### config.mk
export PLATFORM = sky130hd
export DESIGN_NAME = keypad_scan
export DESIGN_NICKNAME = d
export VERILOG_FILES = /design/src/rtl/keypad_scan.sv
export SDC_FILE = /design/constraint.sdc
export NUM_CORES = 1
export LEC_CHECK = 0
export CORE_ASPECT_RATIO = 1.1
export CORE_UTILIZATION = 30
export CTS_BUF_LIST = sky130_fd_sc_hd__clkbuf_4
export DETAILED_ROUTE_END_ITERATION = 16
export PLACE_DENSITY = 0.46
export SLEW_MARGIN = 20
export SYNTH_ARGS = -nofsm -noshare
export SYNTH_HDL_FRONTEND = slang
export SYNTH_SLANG_ARGS = --single-unit
### constraint.sdc
create_clock -name clk -period 13.1 [get_ports clk]
set_input_delay 1.965 -clock clk [delete_from_list [all_inputs] [get_ports clk]]
set_output_delay 1.965 -clock clk [all_outputs]
set_load 0.1 [all_outputs]
### src/rtl/keypad_scan.sv
// 4x4 active-low matrix keypad scanner with frame-level debounce.
// Each clean press becomes one single-cycle din/confirm/cancel event for the code lock.
module keypad_scan #(
    parameter int CLK_DIV      = 4,
    parameter int DEBOUNCE_CNT = 3
) (
    input  logic       clk,
    input  logic       clr,
    input  logic [3:0] row_in,
    output logic [3:0] col_out,
    output logic [3:0] din,
    output logic       din_valid,
    output logic       confirm,
    output logic       cancel,
    output logic       key_err
);

    localparam int DIV_W = (CLK_DIV > 1) ? $clog2(CLK_DIV) : 1;
    localparam int CNT_W = $clog2(DEBOUNCE_CNT + 1);

    typedef enum logic [1:0] {CLS_NONE, CLS_SINGLE, CLS_MULTI} cls_t;
    typedef enum logic [1:0] {WAIT_REL, IDLE, HELD} state_t;

    logic [DIV_W-1:0] div_cnt;
    logic [1:0]       col_idx;
    logic [3:0]       sync1, sync2;
    logic [3:0]       cap0, cap1, cap2;
    logic [3:0]       pressed_col;
    logic [15:0]      frame_now;
    logic [4:0]       ones;
    logic [3:0]       cur_key, prev_key;
    cls_t             cur_kind, prev_kind;
    logic [CNT_W-1:0] deb_cnt, next_cnt;
    logic             dwell_end, frame_done, same_cls, stable;
    state_t           state_q, state_d;
    logic             fire;
    logic [3:0]       ev_digit;
    logic             ev_is_digit, ev_confirm, ev_cancel;

    assign dwell_end   = (div_cnt == DIV_W'(CLK_DIV - 1));
    assign frame_done  = dwell_end && (col_idx == 2'd3);
    assign pressed_col = ~sync2;
    assign col_out     = ~(4'b0001 << col_idx);

    always_ff @(posedge clk) begin
        if (clr) begin
            sync1 <= 4'b1111;
            sync2 <= 4'b1111;
        end else begin
            sync1 <= row_in;
            sync2 <= sync1;
        end
    end

    always_ff @(posedge clk) begin
        if (clr) begin
            div_cnt <= '0;
            col_idx <= 2'd0;
        end else if (dwell_end) begin
            div_cnt <= '0;
            col_idx <= col_idx + 2'd1;
        end else begin
            div_cnt <= div_cnt + DIV_W'(1);
        end
    end

    // Columns 0-2 are latched; column 3 is taken live so the frame closes on its own sample.
    always_ff @(posedge clk) begin
        if (clr) begin
            cap0 <= '0;
            cap1 <= '0;
            cap2 <= '0;
        end else if (dwell_end) begin
            case (col_idx)
                2'd0:    cap0 <= pressed_col;
                2'd1:    cap1 <= pressed_col;
                2'd2:    cap2 <= pressed_col;
                default: ;
            endcase
        end
    end

    always_comb begin
        frame_now = '0;
        for (int r = 0; r < 4; r++) begin
            frame_now[4*r + 0] = cap0[r];
            frame_now[4*r + 1] = cap1[r];
            frame_now[4*r + 2] = cap2[r];
            frame_now[4*r + 3] = pressed_col[r];
        end
        ones    = '0;
        cur_key = '0;
        for (int i = 0; i < 16; i++) begin
            if (frame_now[i]) begin
                ones    = ones + 5'd1;
                cur_key = 4'(i);
            end
        end
        if (ones == 5'd0) begin
            cur_kind = CLS_NONE;
        end else if (ones == 5'd1) begin
            cur_kind = CLS_SINGLE;
        end else begin
            cur_kind = CLS_MULTI;
        end
        if (ones != 5'd1) begin
            cur_key = '0;
        end
    end

    always_comb begin
        same_cls = (cur_kind == prev_kind) && (cur_key == prev_key);
        if (!same_cls) begin
            next_cnt = CNT_W'(1);
        end else if (deb_cnt == CNT_W'(DEBOUNCE_CNT)) begin
            next_cnt = deb_cnt;
        end else begin
            next_cnt = deb_cnt + CNT_W'(1);
        end
        stable = (next_cnt == CNT_W'(DEBOUNCE_CNT));
    end

    always_ff @(posedge clk) begin
        if (clr) begin
            prev_kind <= CLS_NONE;
            prev_key  <= '0;
            deb_cnt   <= '0;
        end else if (frame_done) begin
            prev_kind <= cur_kind;
            prev_key  <= cur_key;
            deb_cnt   <= next_cnt;
        end
    end

    // Key index 4r+c to event; A-D fall through to no event.
    always_comb begin
        ev_digit    = 4'd0;
        ev_is_digit = 1'b0;
        ev_confirm  = 1'b0;
        ev_cancel   = 1'b0;
        case (cur_key)
            4'd0:  begin ev_digit = 4'd1; ev_is_digit = 1'b1; end
            4'd1:  begin ev_digit = 4'd2; ev_is_digit = 1'b1; end
            4'd2:  begin ev_digit = 4'd3; ev_is_digit = 1'b1; end
            4'd4:  begin ev_digit = 4'd4; ev_is_digit = 1'b1; end
            4'd5:  begin ev_digit = 4'd5; ev_is_digit = 1'b1; end
            4'd6:  begin ev_digit = 4'd6; ev_is_digit = 1'b1; end
            4'd8:  begin ev_digit = 4'd7; ev_is_digit = 1'b1; end
            4'd9:  begin ev_digit = 4'd8; ev_is_digit = 1'b1; end
            4'd10: begin ev_digit = 4'd9; ev_is_digit = 1'b1; end
            4'd13: begin ev_digit = 4'd0; ev_is_digit = 1'b1; end
            4'd12: ev_cancel  = 1'b1;
            4'd14: ev_confirm = 1'b1;
            default: ;
        endcase
    end

    always_ff @(posedge clk) begin
        if (clr) begin
            state_q <= WAIT_REL;
        end else begin
            state_q <= state_d;
        end
    end

    // A release is always required between events, so HELD only leaves on stable NONE.
    always_comb begin
        state_d = state_q;
        fire    = 1'b0;
        if (frame_done && stable) begin
            case (state_q)
                WAIT_REL: begin
                    if (cur_kind == CLS_NONE) state_d = IDLE;
                end
                IDLE: begin
                    if (cur_kind == CLS_SINGLE) begin
                        state_d = HELD;
                        fire    = 1'b1;
                    end else if (cur_kind == CLS_MULTI) begin
                        state_d = HELD;
                    end
                end
                HELD: begin
                    if (cur_kind == CLS_NONE) state_d = IDLE;
                end
                default: state_d = WAIT_REL;
            endcase
        end
    end

    always_ff @(posedge clk) begin
        if (clr) begin
            din       <= 4'd0;
            din_valid <= 1'b0;
            confirm   <= 1'b0;
            cancel    <= 1'b0;
            key_err   <= 1'b0;
        end else begin
            din_valid <= fire && ev_is_digit;
            din       <= (fire && ev_is_digit) ? ev_digit : 4'd0;
            confirm   <= fire && ev_confirm;
            cancel    <= fire && ev_cancel;
            if (frame_done) begin
                key_err <= stable && (cur_kind == CLS_MULTI);
            end
        end
    end

endmodule

==> After elaboration in Yosys (flattened, before gate mapping) <==
Cells that the tools add are included.
{ "classes": {"add_sub_neg": 18, "n_eq_ne": 27, "shifts": 1, "muxes": 47, "n_bitwise": 3, "n_reduce_logical": 20} }
{ "ops": {"columns": ["operator", "n"], "rows": [
  ["$add A5 B1 Y5 const B", 15],
  ["$mux W5", 15],
  ["$mux W4", 15],
  ["$pmux W4 S9", 1],
  ["$eq A4 B4 Y1 const B", 6],
  ["$eq A2 B2 Y1 const B", 7],
  ["$mux W2", 7],
  ["$eq A4 B3 Y1 const B", 3],
  ["$reduce_or A10 Y1", 1],
  ["$mux W1", 8],
  ["$not A4 Y4", 2],
  ["$logic_and A1 B1 Y1", 7],
  ["$add A2 B1 Y2 const B", 3],
  ["$eq A2 B1 Y1 const B", 3],
  ["$logic_not A2 Y1", 3],
  ["$reduce_and A2 Y1", 3],
  ["$reduce_or A2 Y1", 3],
  ["$eq A5 B1 Y1 const B", 1],
  ["$logic_not A5 Y1", 1],
  ["$ne A5 B1 Y1 const B", 1],
  ["$eq A4 B1 Y1 const B", 1],
  ["$eq A4 B2 Y1 const B", 1],
  ["$eq A4 B4 Y1", 1],
  ["$logic_not A4 Y1", 1],
  ["other kinds (7)", 7]
]} }
{ "word_totals": {"reg_bits": 42, "inputBits": 6, "output_inout_bits": 12, "elab_cells": 132} }

==> Logic depth before layout (Yosys ltp) <==
{ "depth": {"ltp_word": 43, "ltp_mapped": 49, "depth_no_buf": 47} }

==> Worst setup path after synthesis <==
Ideal clock, no wire load.
{ "synth_timing": {"kind": "register to register", "startpoint": "register cap1[0]", "endpoint": "register deb_cnt[0]", "setup_ps": 125, "arrival_time_ps": 9758, "required_time_ps": 12975, "setup_slack_ps": 3216, "stages_incl_launch_ff": 47, "n_path_buf": 1, "period_less_slack_ps": 9884, "path_cell_list": "dfxtp_1 inv_1 ha_1 buf_4 xor2_4 ha_1 nor2b_1 a21o_1 ha_1 mux2_2 ha_1 o22ai_1 nand2_1 ha_1 nor2_1 a31oi_1 ha_1 nor2_1 [... 11 more ...] ha_1 nand2b_1 nand2_1 ha_1 nor2_1 nor2_1 ha_1 nand2_1 o31ai_1 ha_1 mux2_2 ha_1 or4_1 a31o_2 mux2i_1 mux2i_2 nand2_1 o41a_1"} }
{ "synth_via": {"elab_chain_cells": 35, "word_cells_on_any_way": 54, "cone_classes": "add/sub (14); eq/ne (4); mux (34); reduce/logical (2)"} }
{ "synth_lines": {"columns": ["element", "line_no", "rtl"], "rows": [
  ["start: declaration", "27", "logic [3:0] cap0, cap1, cap2;"],
  ["start signal: assignment", "76", "2'd1: cap1 <= pressed_col;"],
  ["$mux W5", "94", "if (frame_now[i]) begin"],
  ["$add A5 B1 Y5", "95", "ones = ones + 5'd1;"],
  ["$mux W5", "94", null],
  ["$add A5 B1 Y5", "95", null],
  ["$mux W5", "94", null],
  ["$add A5 B1 Y5", "95", null],
  ["$mux W5", "94", null],
  ["$add A5 B1 Y5", "95", null],
  ["[... 19 more ...]", null, null],
  ["$add A5 B1 Y5", "95", null],
  ["$mux W5", "94", null],
  ["$eq A5 B1 Y1", "101", "end else if (ones == 5'd1) begin"],
  ["$mux W2", "101", null],
  ["$mux W2", "99", "if (ones == 5'd0) begin"],
  ["$eq A2 B2 Y1", "112", "same_cls = (cur_kind == prev_kind) && (cur_key == prev_key);"],
  ["$logic_and A1 B1 Y1 *", "112", null],
  ["$mux W2 *", "113", "if (!same_cls) begin"],
  ["end signal: assignment", "131", "deb_cnt <= next_cnt;"],
  ["end: declaration", "33", "logic [CNT_W-1:0] deb_cnt, next_cnt;"]
]} }
Every way passes the cells marked *; elsewhere a longest branch is shown, timed or not.
A chain may end at the register's enable or synchronous reset.

==> Worst setup path in the final report <==
{ "layout_timing": {"startpoint": "register cap0[0]", "endpoint": "register cancel"} }
{ "layout_via": {"elab_chain_cells": 41, "word_cells_on_any_way": 50, "cone_classes": "add/sub (15); eq/ne (7); mux (24); reduce/logical (4)"} }
{ "layout_lines": {"columns": ["element", "line_no", "rtl"], "rows": [
  ["start: declaration", "27", null],
  ["start signal: assignment", "75", "2'd0: cap0 <= pressed_col;"],
  ["$mux W1 *", "94", null],
  ["$add A5 B1 Y5", "95", null],
  ["$mux W5 *", "94", null],
  ["$add A5 B1 Y5", "95", null],
  ["$mux W5 *", "94", null],
  ["$add A5 B1 Y5", "95", null],
  ["$mux W5 *", "94", null],
  ["$add A5 B1 Y5", "95", null],
  ["[... 25 more ...]", null, null],
  ["$mux W2", "99", null],
  ["$eq A2 B2 Y1", "112", null],
  ["$logic_and A1 B1 Y1", "112", null],
  ["$mux W2", "113", null],
  ["$eq A2 B2 Y1", "120", "stable = (next_cnt == CNT_W'(DEBOUNCE_CNT));"],
  ["$logic_and A1 B1 Y1", "170", "if (frame_done && stable) begin"],
  ["$mux W1", "170", null],
  ["$logic_and A1 B1 Y1 *", "202", "cancel <= fire && ev_cancel;"],
  ["end signal: assignment", "202", null],
  ["end: declaration", "14", "output logic cancel,"]
]} }
Marks and branches as above.

==> flow_results.org <==
** Timing
- Summed negative setup slack over all endpoints :: 0 ns
- Setup violations remaining at the end of the flow were counted as 0.
- Skew final :: 0.008327 ns
- The smallest clock period supported by the final layout is computed as 11.06 ns.
- Number of hold violations in the final report :: 0
- At the pin with the least slew margin, the transition time is 0.9668 ns.
- Share of the clock period used by the worst path after layout :: 0.8441
- Headroom to the max-slew limit came out at 0.3534.
- Hold slack final :: 0.4251 ns
- Crit path setup slack, layout :: 2.043 ns
- For this run, the top clock speed supported by timing is 90.44 MHz.
- RSZ-0062 raised after global routing :: no
- The max-slew violation count came to 0.

** Critical path
- Critical Path Fanout Max :: 11
- Cell depth of the worst flop-to-flop path :: 43
- Largest stage delay on the critical path :: 0.55 ns
- By instance count, the cell type seen most on the critical path is sky130_fd_sc_hd__ha_1.
- The worst setup path is captured at a flop.
- Start-to-end type of the worst setup path :: flop to flop
- Startpoint Class :: flop
- At the worst endpoint, the required time is 13.36 ns.
- Among all stages on the critical path, the largest delay is contributed by sky130_fd_sc_hd__ha_1.
- Data arrival time of the critical path :: 11.32 ns

** Floorplan
- The initial utilization of the core area, before any placement, comes to 0.3097.
- The floorplan step set the die width to 108.5 um.
- From bottom edge to top edge, the die measures 119.2 um.
- Die Area :: 12930 sq um
- In this run the standard cell core region covers 12090 sq um.
- The initialized floorplan defines 42 standard-cell rows.
- For this design the top-level I/O count stands at 18.

** Place
- Routability-driven placement finished with a final weighted congestion of 0.8074.
- Port buffering added 17 buffers.
- HPWL Detailed :: 6274 um
- Worst-case setup slack after placement :: 2.023 ns
- In this run the cell area measured after placement is 3985 sq um.

** Global routing
- Across every metal layer, demand over resource in global routing totals 0.1325.
- Initial antenna violation count :: 0
- The first global-routing pass estimated 13810 um of wire.
- Entering global routing, the biggest net connects 38 pins.
- The via count of the first global-routing pass was 2893.
- After global routing the overflow that remains totals 0.

** Power
- Total power of the final layout :: 345.6 uW
- VDD sags by at most 0.05651 mV.
- Static power due to leakage :: 0.001632 uW
- Combinational fraction of design power :: 0.349
- Internal :: 221.5 uW
- Power density of the placed cells :: 84.98 nW/um^2
- Clock power share :: 0.255
- Of the total power, the share spent switching nets is 0.3590.
- In this run the power spent charging and discharging nets is 124.1 uW.
- Register share of total power :: 0.395

** Clock tree
- The clock tree synthesis step divided the H-tree into 2 levels.
- Once the clock tree was built, the setup fixing pass inserted 0 buffers.
- TritonCTS built the clock tree.
- Later-pin clock latency in the skew report :: 0.37 ns
- Clock buffers created by TritonCTS :: 5
- Clock-pin slew was measured on the worst setup and hold paths at 0.14 ns.
- Bufs on Longest Clock Path :: 2
- CTS sink count :: 42
- Total of cells resized after clock tree synthesis :: 0
- Number of buffers added to fix hold violations after cts :: 0
- Clock root buffer master :: sky130_fd_sc_hd__clkbuf_4

** Synthesis
- Portion of the post-synthesis area used by sequential elements :: 0.2246
- The share of synthesized area in the top cell type comes to 0.2246.
- For this run, the leading register cell type out of synthesis is sky130_fd_sc_hd__dfxtp_1.
- The biggest area contributor in the post-synthesis netlist is sky130_fd_sc_hd__dfxtp_1.
- Share of flip-flops with an asynchronous set or reset after synthesis :: 0
- After synthesis the netlist holds a flip-flop and latch count of 42.
- Top area cells in the synthesized netlist :: sky130_fd_sc_hd__dfxtp_1, sky130_fd_sc_hd__ha_1, sky130_fd_sc_hd__nor2_1
- Counting every net in the synthesized netlist gives 474.
- Synthesis handed over a netlist of 448 instances.
- For this run, the number of Yosys warnings is 0.
- Cell area after technology mapping :: 3744 sq um
- Yosys mapped a number of flops with a built-in enable equal to 0.
- Counting distinct cell types in the post-synthesis netlist gives 82.
- Post-Syn Area per Cell :: 8.356 sq um

** Outcome
- Result of the run :: finished clean

** Route
- The detailed router placed 3071 vias in this run.
- Post-detailed-route wirelength per cell :: 13.77 um
- The detail route stage leaves a number of antenna-violating nets equal to 0.
- Summed over all layers, the routed wires come to 8273 um.
- Violation count after the first detailed-route iteration :: 135
- Initial DRT Pass Iterations :: 6
- Using the TritonRoute via totals, the vias-per-cell ratio works out to 5.110.
- For this run, design rule violations remaining after detail routing come to 0.

** Finish
- In the final layout, the share of cells above drive strength 1 is 0.09843.
- After the last flow step, the layout net total stands at 472.
- Fin area :: 4066 sq um
- Post-synthesis to final-layout area growth :: 8.623%
- ANT cells :: 0

** Min path
- Path category of the worst min-delay check :: flop to flop
- Counting instances, the worst hold path has a depth of 1.

** Job
- Max-capacitance violation count :: 0
-- layer usage --
metal | GRT usage | vias to the layer above | part of all wire
li1 | - | 1582 | -
met1 | 0.1676 | 1444 | 0.47
met2 | 0.2342 | 35 | 0.49
met3 | 0.01368 | 10 | 0.021
met4 | 0.03801 | 0 | 0.014
met5 | 0 | - | 0
-- power groups by stage --
stage | registers [uW] | clock network [uW] | logic [uW]
global placement | 139 | 0 | 119
floorplan | 135 | 0 | 105
global route | 138 | 94.5 | 136
finish | 137 | 88.3 | 121
detailed placement | 140 | 0 | 121
CTS | 137 | 92.4 | 122
-- Yosys cell counts, drive strengths merged (3+ instances only) --
| cell type | instances |
|---|---|
| and3 | 5 |
| and3b | 3 |
| xnor2 | 24 |
| a211oi | 14 |
| xor2 | 15 |
| xnor3 | 9 |
| a31oi | 7 |
| nor3b | 7 |
| mux2i | 7 |
| and2 | 8 |
| mux2 | 3 |
| nor2b | 8 |
| ha | 20 |
| nor3 | 9 |
| nand2 | 44 |
| a21oi | 17 |
| o22a | 3 |
| or4 | 3 |
| nand4 | 8 |
| inv | 21 |
| nand3 | 15 |
| or2 | 11 |
| o22ai | 3 |
| buf | 9 |
| clkbuf | 18 |
| nor2 | 49 |
| nand2b | 9 |
| dfxtp | 42 |
| o311ai | 3 |
| xor3 | 4 |
| o21ai | 10 |
-- cell usage in the layout, fill, tap and decap left out, drive strengths merged, types with 11 or more instances in the layout --
cell and n:
inv 22, xnor2 24, nand2 44, nand3 15, a21oi 17, dfxtp 42
clkdlybuf4s50 17, nor2 49, or2 11, ha 20, a211oi 14, xor2 15
-- cell type report --
cell class	instances	area, sq um
Clock buffer	5	37.54
Clock inverter	3	43.79
Fill cell	1301	8020
Inverter	21	78.83
Multi-Input combinational cell	358	2695
Sequential cell	42	840.8
Tap cell	154	192.7
Timing Repair Buffer	18	177.7
-- flip-flops by register name (all words and copies together), names as in the netlist --
register,cells
cancel,1
cap0,4
cap1,4
cap2,4
col_idx,2
confirm,1
deb_cnt,2
din,4
din_valid,1
div_cnt,2
key_err,1
prev_key,4
prev_kind,2
state_q,2
sync1,4
sync2,4
-- critical path, delay by kind of cell, from the launching register on --
family	cells	cell delay, ns
flops	1	0.39
simple gates	14	2.52
fa+ha+maj	13	4.14
xor+xnor	1	0.20
buf+inv	1	0.06
compound gates	10	2.24
mux	4	1.43
-- final timing paths --
path	slack [ns]	endpoint	startpoint
worst max-delay path	2.04	cancel	cap0[0]
worst min-delay path	0.43	sync2[3]	sync1[3]
worst max register to register	2.04	cancel	cap0[0]
worst min register to register	0.43	sync2[3]	sync1[3]
-- kinds of logic (layout without fill, tap and decap cells) --
group                    Yosys count  in the layout  synth area share
buffers and inverters             48             47           0.05548
AO/OA/AOI/OAI                     88             88            0.1755
XOR/XNOR                          52             52            0.1865
adder cells (fa/ha/maj)           20             20           0.06684
flip-flops                        42             42            0.2246
AND/OR/NAND/NOR                  188            188            0.2624
multiplexers                      10             10           0.02874
-- through the flow --
step,std cells,utilization
6_report,601,0.3364
2_1_floorplan,448,-
3_3_place_gp,593,0.3297
4_1_cts,601,0.3364
5_1_grt,601,0.3364
3_5_place_dp,593,0.3297
(Power assumes the default switching activity.)
